## config.mk

```make
export PLATFORM = sky130hd
export DESIGN_NAME = xbus_arbiter
export DESIGN_NICKNAME = d
export VERILOG_FILES = /design/src/rtl/xbus_arbiter.sv
export SDC_FILE = /design/constraint.sdc
export NUM_CORES = 1
export LEC_CHECK = 0
export CAP_MARGIN = 5
export CORE_ASPECT_RATIO = 0.5
export CORE_UTILIZATION = 37
export DETAILED_ROUTE_END_ITERATION = 6
export PLACE_DENSITY = 0.87
export SLEW_MARGIN = 20
export SYNTH_ARGS = -nofsm -noshare
export SYNTH_HDL_FRONTEND = slang
export SYNTH_SLANG_ARGS = --single-unit
```

## constraint.sdc

```tcl
create_clock -name clk -period 2.6 [get_ports clk]
set_input_delay 0.52 -clock clk [delete_from_list [all_inputs] [get_ports clk]]
set_output_delay 0.52 -clock clk [all_outputs]
set_load 0.005 [all_outputs]
```

## src/rtl/xbus_arbiter.sv

```systemverilog
// Round-robin arbiter and transfer sequencer placing one of NM masters on the xbus.
// Each transfer runs IDLE -> BUSY -> RESP. Unmapped addresses and slave timeouts end with an error response.
module xbus_arbiter #(
    parameter int NM      = 2,
    parameter int NS      = 4,
    parameter int TIMEOUT = 16
) (
    input  logic             clk,
    input  logic             rst,
    input  logic [NM-1:0]    m_req,
    input  logic [NM*32-1:0] m_addr,
    input  logic [NM*32-1:0] m_wdata,
    input  logic [NM-1:0]    m_we,
    output logic [NM-1:0]    m_gnt,
    output logic [NM-1:0]    m_ack,
    output logic             m_err,
    output logic [31:0]      m_rdata,
    output logic             xbus_as,
    output logic [31:0]      xbus_addr,
    output logic [31:0]      xbus_wdata,
    output logic             xbus_we,
    input  logic [NS-1:0]    xbus_cs,
    input  logic             xbus_ready,
    input  logic [31:0]      xbus_rdata
);

    localparam int IW = (NM > 1) ? $clog2(NM) : 1;
    localparam int CW = $clog2(TIMEOUT) + 1;

    typedef enum logic [1:0] {IDLE, BUSY, RESP} state_t;

    state_t          state_reg, state_next;
    logic [IW-1:0]   rr_ptr_reg, rr_ptr_next;
    logic [IW-1:0]   gnt_idx_reg, gnt_idx_next;
    logic [CW-1:0]   cnt_reg, cnt_next;
    logic [NM-1:0]   m_gnt_reg, m_gnt_next;
    logic [NM-1:0]   m_ack_reg, m_ack_next;
    logic            m_err_reg, m_err_next;
    logic [31:0]     m_rdata_reg, m_rdata_next;
    logic            xbus_as_reg, xbus_as_next;
    logic [31:0]     xbus_addr_reg, xbus_addr_next;
    logic [31:0]     xbus_wdata_reg, xbus_wdata_next;
    logic            xbus_we_reg, xbus_we_next;

    logic [IW-1:0]   pick_idx;
    logic [IW:0]     cand;
    logic [NM-1:0]   pick_onehot;

    // Scan downward so the requester closest to rr_ptr (lowest offset) wins last.
    always_comb begin
        pick_idx = rr_ptr_reg;
        cand     = '0;
        for (int k = NM - 1; k >= 0; k--) begin
            cand = {1'b0, rr_ptr_reg} + (IW+1)'(k);
            if (cand >= (IW+1)'(NM))
                cand = cand - (IW+1)'(NM);
            if (m_req[cand[IW-1:0]])
                pick_idx = cand[IW-1:0];
        end
    end

    generate
        for (genvar gi = 0; gi < NM; gi++) begin : g_onehot
            assign pick_onehot[gi] = (pick_idx == IW'(gi));
        end
    endgenerate

    always_comb begin
        state_next      = state_reg;
        rr_ptr_next     = rr_ptr_reg;
        gnt_idx_next    = gnt_idx_reg;
        cnt_next        = cnt_reg;
        m_gnt_next      = m_gnt_reg;
        m_ack_next      = '0;
        m_err_next      = m_err_reg;
        m_rdata_next    = m_rdata_reg;
        xbus_as_next    = xbus_as_reg;
        xbus_addr_next  = xbus_addr_reg;
        xbus_wdata_next = xbus_wdata_reg;
        xbus_we_next    = xbus_we_reg;

        case (state_reg)
            IDLE: begin
                if (|m_req) begin
                    gnt_idx_next    = pick_idx;
                    m_gnt_next      = pick_onehot;
                    xbus_addr_next  = m_addr[32*pick_idx +: 32];
                    xbus_wdata_next = m_wdata[32*pick_idx +: 32];
                    xbus_we_next    = m_we[pick_idx];
                    xbus_as_next    = 1'b1;
                    cnt_next        = '0;
                    state_next      = BUSY;
                end
            end
            BUSY: begin
                cnt_next = cnt_reg + 1'b1;
                if (xbus_cs == '0) begin
                    m_err_next   = 1'b1;
                    m_rdata_next = '0;
                    m_ack_next   = m_gnt_reg;
                    xbus_as_next = 1'b0;
                    state_next   = RESP;
                end else if (xbus_ready) begin
                    m_err_next   = 1'b0;
                    m_rdata_next = xbus_we_reg ? 32'h0 : xbus_rdata;
                    m_ack_next   = m_gnt_reg;
                    xbus_as_next = 1'b0;
                    state_next   = RESP;
                end else if (cnt_reg == CW'(TIMEOUT - 1)) begin
                    m_err_next   = 1'b1;
                    m_rdata_next = '0;
                    m_ack_next   = m_gnt_reg;
                    xbus_as_next = 1'b0;
                    state_next   = RESP;
                end
            end
            RESP: begin
                m_gnt_next   = '0;
                m_err_next   = 1'b0;
                m_rdata_next = '0;
                cnt_next     = '0;
                rr_ptr_next  = (gnt_idx_reg == IW'(NM - 1)) ? '0 : gnt_idx_reg + 1'b1;
                state_next   = IDLE;
            end
            default: state_next = IDLE;
        endcase
    end

    always_ff @(posedge clk) begin
        if (rst) begin
            state_reg      <= IDLE;
            rr_ptr_reg     <= '0;
            gnt_idx_reg    <= '0;
            cnt_reg        <= '0;
            m_gnt_reg      <= '0;
            m_ack_reg      <= '0;
            m_err_reg      <= 1'b0;
            m_rdata_reg    <= '0;
            xbus_as_reg    <= 1'b0;
            xbus_addr_reg  <= '0;
            xbus_wdata_reg <= '0;
            xbus_we_reg    <= 1'b0;
        end else begin
            state_reg      <= state_next;
            rr_ptr_reg     <= rr_ptr_next;
            gnt_idx_reg    <= gnt_idx_next;
            cnt_reg        <= cnt_next;
            m_gnt_reg      <= m_gnt_next;
            m_ack_reg      <= m_ack_next;
            m_err_reg      <= m_err_next;
            m_rdata_reg    <= m_rdata_next;
            xbus_as_reg    <= xbus_as_next;
            xbus_addr_reg  <= xbus_addr_next;
            xbus_wdata_reg <= xbus_wdata_next;
            xbus_we_reg    <= xbus_we_next;
        end
    end

    assign m_gnt      = m_gnt_reg;
    assign m_ack      = m_ack_reg;
    assign m_err      = m_err_reg;
    assign m_rdata    = m_rdata_reg;
    assign xbus_as    = xbus_as_reg;
    assign xbus_addr  = xbus_addr_reg;
    assign xbus_wdata = xbus_wdata_reg;
    assign xbus_we    = xbus_we_reg;

endmodule

```

==> results.sh <==
export IMPL_routed_via_density=5.50
export IMPL_drtIter0Drc=665
export IMPL_slew_violations=0
export IMPL_fin_worst_skew_ns=0.00669
export IMPL_cts_post_setup_buffers_inserted=0
export IMPL_clk_pin_slew_ns=0.08
export IMPL_critical_path_class="reg -> reg"
export IMPL_timing_critical_path_from="cnt_reg[0]"
export IMPL_avgSynthCellArea_um2=10.1
export IMPL_die_x_um=155
export IMPL_grt_first_pass_wirelength_mm=22.8
export IMPL_max_vdd_ir_drop_mv=0.329
export IMPL_use_met3_pct=6.41
export IMPL_cp_data_required_time_ns=2.89
export IMPL_vias=4624
export IMPL_ys_top_cells_by_count="dfxtp_1 (112), nor2_1 (76), a222oi_1 (65), nor3b_1 (36), clkbuf_1 (29)"
export IMPL_grt_antenna_before_repair=0
export IMPL_dp_hpwl_mm=11.0
export IMPL_drive_gt1_share_pct=6.89
export IMPL_hold_start="cnt_reg[4]"
export IMPL_synth_seq_area_share_pct=51.9
export IMPL_synthTopCellsByArea="dfxtp_1 (52%), a222oi_1 (15%), nor2_1 (6.6%)"
export IMPL_yosysWarnings=0
export IMPL_wl_per_cell_um=18.0
export IMPL_cts_made_buffers=9
export IMPL_worst_slack_ns=0.391
export IMPL_die_h_um=78.4
export IMPL_cts_tree="built"
export IMPL_synth_flop_cell="dfxtp_1"
export IMPL_tightest_slew_ns=0.585
export IMPL_die_area_mm2=0.0121
export IMPL_drc=6
export IMPL_hp_class="reg -> reg"
export IMPL_place_congestion=0.832
export IMPL_period_needed_ns=2.21
export IMPL_grtUsageMet1_pct=28.9
export IMPL_synth_top_area_share_pct=51.9
export IMPL_clk_insertion_delay_late_ns=0.34
export IMPL_rsz0062_at_grt="no"
export IMPL_firstDrtPassIters=7
export IMPL_leakagePower_nw=2.75
export IMPL_cts_resized=0
export IMPL_io_buffers=273
export IMPL_synth_distinct_cells=35
export IMPL_cts_hold_buf=0
export IMPL_post_place_ws_ns=0.177
export IMPL_antenna_cells=0
export IMPL_finalSetupViolCount=0
export IMPL_start_util_pct=38.6
export IMPL_ant_nets=0
export IMPL_num_fill_cells=884
export IMPL_power_density_mw_per_mm2=625
export IMPL_cp_start_kind="flop"
export IMPL_timing_rr_start="cnt_reg[0]"
export IMPL_postSynthNetCount=605
export IMPL_hold_viol_final=0
export IMPL_cp_end_kind="flop"
export IMPL_whs_ns=0.454
export IMPL_core_mm2=0.0112
export IMPL_clk_path_buf_depth=2
export IMPL_cts_root_buf="clkbuf_16"
export IMPL_crit_fanout=57
export IMPL_rows=27
export IMPL_synth_edf_count=0
export IMPL_cts_num_sinks=112
export IMPL_final_nets=855
export IMPL_ctsHtreeMaxLevel=3
export IMPL_track_usage_pct=24.1
export IMPL_max_freq_ghz=0.453
export IMPL_synthCells=427
export IMPL_synthArstFlopShare_pct=0
export IMPL_fin_crit_sh_pct=85.0
export IMPL_crit_arrival_ns=2.50
export IMPL_synth_most_common_cell="dfxtp_1"
export IMPL_num_io_pins=274
export IMPL_grt_pass1_vias=4233
export IMPL_wl_mm=15.2
export IMPL_slew_headroom_pct=60.9
export IMPL_use_met2_pct=41.9
export IMPL_synth_seq_cells=112
export IMPL_maxCapViolations=0
export IMPL_status="finished, violations left"
export IMPL_violations="DRC"
export IMPL_syn_cell_area_mm2=0.00432
export IMPL_grt_ovfl_total=0
export IMPL_synthToLayoutAreaGrowth_pct=75.4
export IMPL_yosysTopAreaCell="dfxtp_1"
export IMPL_finalSetupTns_ns=0
export IMPL_busiest_layer="met2"
export IMPL_grt_max_degree=91
## final cells by class
class | instances | area [µm²] | area share, %
clock inverter | 7 | 62.6 | 0.826
inverter | 5 | 18.8 | 0.248
tap | 159 | 199 | 2.63
sequential | 112 | 2240 | 29.6
clock buffer | 9 | 225 | 2.97
timing repair buffer | 285 | 2920 | 38.6
multi-input combinational | 264 | 1900 | 25.1
## critical path, cell delays in order (launching register included)
cell and delay [ns]:
dfxtp_1 0.34, ha_1 0.22, and3_1 0.19, ha_1 0.20, nor3b_1 0.50, a21boi_4 0.13, buf_12 0.21, nor3b_1 0.22
a31o_1 0.12
## per-stage QoR
| stage | total power [mW] | area [µm²] | cells | utilization [%] |
|---|---|---|---|---|
| after floorplan | 2.62 | 4320 | 427 | - |
| after global placement | 3.40 | 7280 | 825 | 65.1 |
| after detailed placement | 3.43 | 7280 | 825 | 65.1 |
| after CTS | 4.77 | 7570 | 841 | 67.7 |
| after global routing | 4.98 | 7570 | 841 | 67.7 |
| final | 4.73 | 7570 | 841 | 67.7 |
## layout by cell type (no fill, tap or decap), types with 2 or more instances in the layout
cell type        Yosys  final
a21oi_1             12     10
a21oi_4              0      2
a222oi_1            65     65
a31o_1              20     20
a31o_2              12     12
buf_12               0      8
buf_4                1      5
clkbuf_16            0      9
clkdlybuf4s50_1      0    272
clkinv_4             0      2
dfxtp_1            112    112
ha_1                 7      7
inv_1                5      5
inv_6                0      3
mux2i_1              3      3
nand2_1             10     10
nand3_1              3      3
nand3b_1             2      2
nor2_1              76     76
nor3b_1             36     36
o21ai_0              2      2
## final timing paths
| path | endpoint | slack (ns) | depth (start not counted) |
|---|---|---|---|
| max | m_rdata[23] | 0.39 | 8 |
| min | cnt_reg[4] | 0.45 | 2 |
| max reg2reg | m_rdata[23] | 0.39 | 8 |
| min reg2reg | cnt_reg[4] | 0.45 | 2 |
## where the power goes
group / switching [mW] / internal, mW / total, mW
logic: 0.589 / 0.814 / 1.40
clock network: 0.663 / 0.672 / 1.33
registers: 0.0990 / 1.89 / 1.99
## cells by family after synthesis
kind of cell               Yosys count  synth area share (%)
DFF                                112                  51.9
and+or+nand+nor                    137                  16.0
buffers and inverters               51                  5.07
muxes                                3                 0.696
adders and majority gates            7                  2.03
AOI/OAI and AO/OA                  117                  24.3
## metal layers
layer	wire length (µm)	up-vias
met4	431	0
met1	6100	2226
met2	7610	204
met5	0	-
met3	1020	36
li1	-	2158
Power figures use the tool's default switching activity.
